===== src/rtl/cpu_inst_fifo_pkg.sv =====
// cpu_inst_fifo_pkg: shared types for the fetch-to-decode instruction queue
package cpu_inst_fifo_pkg;
  localparam int INST_FIFO_DEPTH = 16;
  typedef logic [31:0] inst_addr_t;
  typedef logic [31:0] inst_t;
  typedef struct packed {
    logic       valid;
    logic [4:0] code;
  } except_info_t;
  typedef struct packed {
    inst_addr_t   pc;
    inst_t        inst;
    except_info_t except;
  } fetch_entry_t;
endpackage


===== src/rtl/cpu_inst_fifo_ptr.sv =====
// cpu_inst_fifo_ptr: head/tail/count bookkeeping with push drop and pop clamping
module cpu_inst_fifo_ptr #(
  parameter int DEPTH = 16,
  parameter int AW = $clog2(DEPTH)
) (
  input  logic          clk,
  input  logic          rst,
  input  logic          flush,
  input  logic [1:0]    push_valid,
  input  logic          pop_a,
  input  logic          pop_b,
  output logic [AW-1:0] head,
  output logic [AW-1:0] tail,
  output logic [AW:0]   count,
  output logic          push_ok,
  output logic          full
);
  logic [1:0]  n_push, n_pop_raw, n_pop, n_acc;
  logic [AW:0] free;
  assign n_push    = {1'b0, push_valid[0]} + {1'b0, push_valid[1]};
  assign free      = (AW+1)'(DEPTH) - count;
  // free is judged on the pre-pop count: a slot freed this cycle is not reusable yet
  assign push_ok   = (n_push != 2'd0) && ((AW+1)'(n_push) <= free);
  assign n_acc     = push_ok ? n_push : 2'd0;
  assign n_pop_raw = {1'b0, pop_a} + {1'b0, pop_a & pop_b};
  assign n_pop     = ((AW+1)'(n_pop_raw) > count) ? count[1:0] : n_pop_raw;
  assign full      = free < (AW+1)'(2);
  always_ff @(posedge clk) begin
    if (rst || flush) begin
      head  <= '0;
      tail  <= '0;
      count <= '0;
    end else begin
      head  <= head + AW'(n_pop);
      tail  <= tail + AW'(n_acc);
      count <= count + (AW+1)'(n_acc) - (AW+1)'(n_pop);
    end
  end
endmodule


===== src/rtl/cpu_inst_fifo.sv =====
// cpu_inst_fifo: 2-in/2-out instruction queue between fetch and dual decode slots
module cpu_inst_fifo
  import cpu_inst_fifo_pkg::*;
#(
  parameter int DEPTH = INST_FIFO_DEPTH
) (
  input  logic                   clk,
  input  logic                   rst,
  input  logic                   flush,
  input  logic [1:0]             push_valid,
  input  inst_addr_t   [1:0]     push_pc,
  input  inst_t        [1:0]     push_inst,
  input  except_info_t [1:0]     push_except,
  output logic                   full,
  output logic                   valid_a,
  output inst_addr_t             pc_a,
  output inst_t                  inst_a,
  output except_info_t           except_a,
  output logic                   valid_b,
  output inst_addr_t             pc_b,
  output inst_t                  inst_b,
  output except_info_t           except_b,
  input  logic                   pop_a,
  input  logic                   pop_b
);
  localparam int AW = $clog2(DEPTH);
  logic [AW-1:0] head, tail, head1, tail1;
  logic [AW:0]   count;
  logic          push_ok;
  fetch_entry_t  mem [DEPTH];
  fetch_entry_t  e0, e1, ea, eb;
  cpu_inst_fifo_ptr #(.DEPTH(DEPTH)) u_ptr (
    .clk        (clk),
    .rst        (rst),
    .flush      (flush),
    .push_valid (push_valid),
    .pop_a      (pop_a),
    .pop_b      (pop_b),
    .head       (head),
    .tail       (tail),
    .count      (count),
    .push_ok    (push_ok),
    .full       (full)
  );
  assign head1 = head + AW'(1);
  assign tail1 = tail + AW'(1);
  assign e1 = '{pc: push_pc[1], inst: push_inst[1], except: push_except[1]};
  // a lone younger slot is compacted down to the tail position
  assign e0 = push_valid[0] ? '{pc: push_pc[0], inst: push_inst[0], except: push_except[0]} : e1;
  always_ff @(posedge clk) begin
    if (push_ok) begin
      mem[tail] <= e0;
      if (&push_valid) mem[tail1] <= e1;
    end
  end
  assign ea       = mem[head];
  assign eb       = mem[head1];
  assign valid_a  = count != '0;
  assign valid_b  = count > (AW+1)'(1);
  assign pc_a     = valid_a ? ea.pc : '0;
  assign inst_a   = valid_a ? ea.inst : '0;
  assign except_a = valid_a ? ea.except : '0;
  assign pc_b     = valid_b ? eb.pc : '0;
  assign inst_b   = valid_b ? eb.inst : '0;
  assign except_b = valid_b ? eb.except : '0;
endmodule


===== config.mk =====
export PLATFORM = sky130hd
export DESIGN_NAME = cpu_inst_fifo
export DESIGN_NICKNAME = d
export VERILOG_FILES = /design/src/rtl/cpu_inst_fifo_pkg.sv /design/src/rtl/cpu_inst_fifo_ptr.sv /design/src/rtl/cpu_inst_fifo.sv
export SDC_FILE = /design/constraint.sdc
export NUM_CORES = 2
export LEC_CHECK = 0
export ABC_AREA = 0
export CAP_MARGIN = 10
export CORE_UTILIZATION = 50
export DETAILED_ROUTE_END_ITERATION = 8
export GPL_ROUTABILITY_DRIVEN = 0
export HOLD_SLACK_MARGIN = 0.06
export PLACE_DENSITY_LB_ADDON = 0.1
export SLEW_MARGIN = 20
export SYNTH_ARGS = -nofsm -noshare
export SYNTH_HDL_FRONTEND = slang
export SYNTH_SLANG_ARGS = --single-unit
export TNS_END_PERCENT = 10

===== constraint.sdc =====
create_clock -name clk -period 20.4 [get_ports clk]
set_input_delay 4.08 -clock clk [delete_from_list [all_inputs] [get_ports clk]]
set_output_delay 4.08 -clock clk [all_outputs]
set_load 0.01 [all_outputs]

==> results_dict.tcl <==
set metrics [dict create \
    path_cells "ha_4 > buf_4 > buf_12 > buf_4 > mux4_2 > mux2i_1 > o22ai_1 > clkdlybuf4s50_1" \
    yosys-mux-area-fraction 0.421 \
    tightest_slew_ns 1.17 \
    routed_wl_mm 212 \
    status "completed" \
    syn_avg_cell_area_um2 16.8 \
    cts_tree "yes" \
    maxSlewHeadroom 0.219 \
    synth_cells 4037 \
    r2r_cells 12 \
    ys.flop_type "edfxtp_1" \
    worstSetupPathType "register to primary output" \
    first_pass_iters 6 \
    drive_gt1_frac 0.456 \
    overflow 0 \
    grt_max_degree 123 \
    maxCapViolations 0 \
    synthTopCellsByArea "edfxtp_1, mux4_2, mux2_2, mux2i_1, mux2_4" \
    drc 0 \
    track_usage 0.308 \
    finalMaxSlewViolations 0 \
    hold_viol 0 \
    nets 4249 \
    antenna_found_initial 12 \
    ioPinCount 290 \
    cts_made_buffers 135 \
    cpLargestDelayFamily "buffers and inverters" \
    worst-endpoint-required_ns 16.32 \
    hold_path_depth 2 \
    synthAdderAreaFrac 0.00524 \
    start_kind "register" \
    seq_area_frac_synth 0.500 \
    grt_pass1_vias 41100 \
    total_power_w 0.00785 \
    r2r_end "mem[13][35]" \
    htreeDepth 4 \
    root_buffer "clkbuf_16" \
    critPathBufInv 4 \
    critical_path_arrival_ns 6.53 \
    critPathMostFrequentCell "buf_4" \
    synth_top_family_by_area "multiplexers" \
    min_from "u_ptr.tail[3]" \
    syn_area_um2 67800 \
    row_count 134 \
    ys_types 47 \
    hp-class "register to register" \
    area_delta_synth_final_pct 11.8 \
    ir_drop_v 0.0000888 \
    ant_nets 0 \
    initial_core_util 0.506 \
    cts_buffer_depth 3 \
    cts_resized 0 \
    numClockSinks 1133 \
    synth.top_cell.area_share 0.496 \
    dp_hpwl_mm 112 \
    slowest_delay_ns 0.89 \
    synth_xor_area_frac 0.00103 \
    wl_per_cell_um 35.5 \
    setup_tns_ns 0 \
    cts_hold_buffers 0 \
    cts_setup_buffers 0 \
    fill_cells 10400 \
    rrSetupSlack_ns 15.12 \
    yosysTopAreaCell "edfxtp_1" \
    period_share 0.520 \
    min_to "u_ptr.tail[3]" \
    viasPerCell 6.87 \
    synth_edf_count 1120 \
    cp_max_fo 122 \
    synthArstFlopShare 0 \
    setup_violations 0 \
    fin_crit_ns 10.61 \
    worstSkewPairLatency_ns 0.77 \
    r2r-start "u_ptr.count[0]" \
    numPortBuffers 289 \
    synth_compound_area_frac 0.0247 \
    ys_seq_elements 1133 \
    rsz0062_at_grt "false" \
    syn_nets 4210 \
    fmax_mhz 94.2 \
    slowest_stage "buf_4" \
    dr.first_iter.drc_count 4560 \
    dr_total_vias 40900 \
    core_um2 134000 \
    grt_pass1_wl_mm 301 \
    ys.warnings.count 0 \
    die_w_um 370 \
    clkSlewWorstSetupHoldPaths_ns 0.06 \
    die_area_um2 137000 \
    holdWs_ns 0.646 \
    fin_skew_ns 0.0272 \
    die_h_um 370 \
    synthSimpleGateAreaFrac 0.0116 \
    power.density_nw_per_um2 104 \
    end_kind "primary output" \
    leakagePower_nw 23.7 \
]
-- layout make-up --
cell class | instances | area (um2) | area share
flip-flops and latches | 1133 | 33900 | 0.448
multi-input cells | 2412 | 31800 | 0.419
clock buffers | 178 | 3690 | 0.0487
repair buffers | 374 | 3590 | 0.0474
well taps | 1768 | 2210 | 0.0292
clock inverters | 69 | 508 | 0.00671
inverters | 20 | 82.6 | 0.00109
diodes | 3 | 7.51 | 0.0000991
-- how the worst max path moves through the flow --
| stage | from | endpoint | cells after the start |
|---|---|---|---|
| floorplan | push_valid[0] | mem[12][0] | 11 |
| global placement | u_ptr.head[0] | pc_b[14] | 8 |
| detailed placement | u_ptr.head[0] | except_b[1] | 8 |
| CTS | u_ptr.head[0] | except_b[1] | 8 |
| global route | u_ptr.head[0] | pc_b[14] | 8 |
| finish | u_ptr.head[0] | pc_b[14] | 8 |
-- worst register-to-register path, delay by kind of cell, from the launching register on --
family / cells / cell delay [ns]
compound gates: 3 / 0.73
fa+ha+maj: 2 / 0.60
buf+inv: 5 / 2.61
flops: 1 / 0.49
simple gates: 2 / 0.42
-- kinds of logic after synthesis --
| logic type | Yosys count |
|---|---|
| compound gates | 249 |
| xor+xnor | 8 |
| fa+ha+maj | 26 |
| buf+inv | 492 |
| flops | 1133 |
| mux | 1987 |
| simple gates | 142 |
-- cell usage after synthesis, types with 4 or more instances --
master	instances
mux2i_1	265
buf_2	116
a211oi_1	16
a22oi_1	17
o22ai_1	112
buf_6	57
and2_1	6
mux2_2	923
nor2b_1	24
xnor2_1	4
a21oi_1	22
edfxtp_1	1120
mux2_1	127
nand2_1	44
o21ai_0	20
inv_1	19
a311oi_1	16
nor4_4	4
and3_1	10
a32oi_1	12
xor2_1	4
mux2_4	140
nand4_1	13
o211ai_1	13
buf_1	53
clkbuf_1	242
nor2_1	20
fa_1	4
o21bai_1	13
buf_4	4
nand3_1	6
mux4_2	532
ha_1	22
dfxtp_1	13
nand2b_1	4
-- layer usage --
| metal | GRT usage | routed length (um) |
|---|---|---|
| met5 | 0 | 89 |
| met4 | 0.0917 | 5970 |
| met3 | 0.0557 | 16700 |
| met2 | 0.504 | 103000 |
| met1 | 0.421 | 86300 |
-- cell usage in the layout (no fill, tap or decap), types with 6 or more instances in the layout --
master,count
o21bai_4,13
a22oi_1,17
clkbuf_1,35
nand3_1,6
mux2_1,127
nand4_1,13
mux2_2,923
mux2i_1,265
nor2_1,16
inv_1,18
mux4_2,532
clkinv_1,38
a311oi_1,16
o21ai_0,17
nor2b_1,22
clkinv_2,17
edfxtp_1,1120
clkbuf_16,141
and3_4,9
a211oi_1,16
o211ai_1,13
a21oi_1,22
bufinv_16,6
ha_1,21
dfxtp_1,10
buf_4,81
and2_1,6
mux2_4,140
o22ai_1,112
clkdlybuf4s50_1,288
a32oi_1,12
nand2_1,42
-- state kept, by name, indices dropped and copies added, names as in the netlist --
| register | count |
|---|---|
| u_ptr.head | 4 |
| u_ptr.count | 5 |
| u_ptr.tail | 4 |
| mem | 1120 |
-- stage by stage --
stage,setup WS (ns),cells,util,instance area (um2)
5_1_grt,9.61,5955,0.565,75700
3_3_place_gp,10.56,5706,0.534,71500
4_1_cts,9.72,5954,0.565,75700
2_1_floorplan,8.82,4037,-,67800
3_5_place_dp,10.54,5707,0.534,71500
6_report,9.79,5957,0.565,75800
-- where the power goes --
| group | switching, W | internal [W] | total, W |
|---|---|---|---|
| sequential | 0.0000607 | 0.00273 | 0.00279 |
| clock | 0.000991 | 0.00135 | 0.00234 |
| combinational | 0.00148 | 0.00124 | 0.00272 |
No activity file was read; power rests on OpenSTA's default activity.
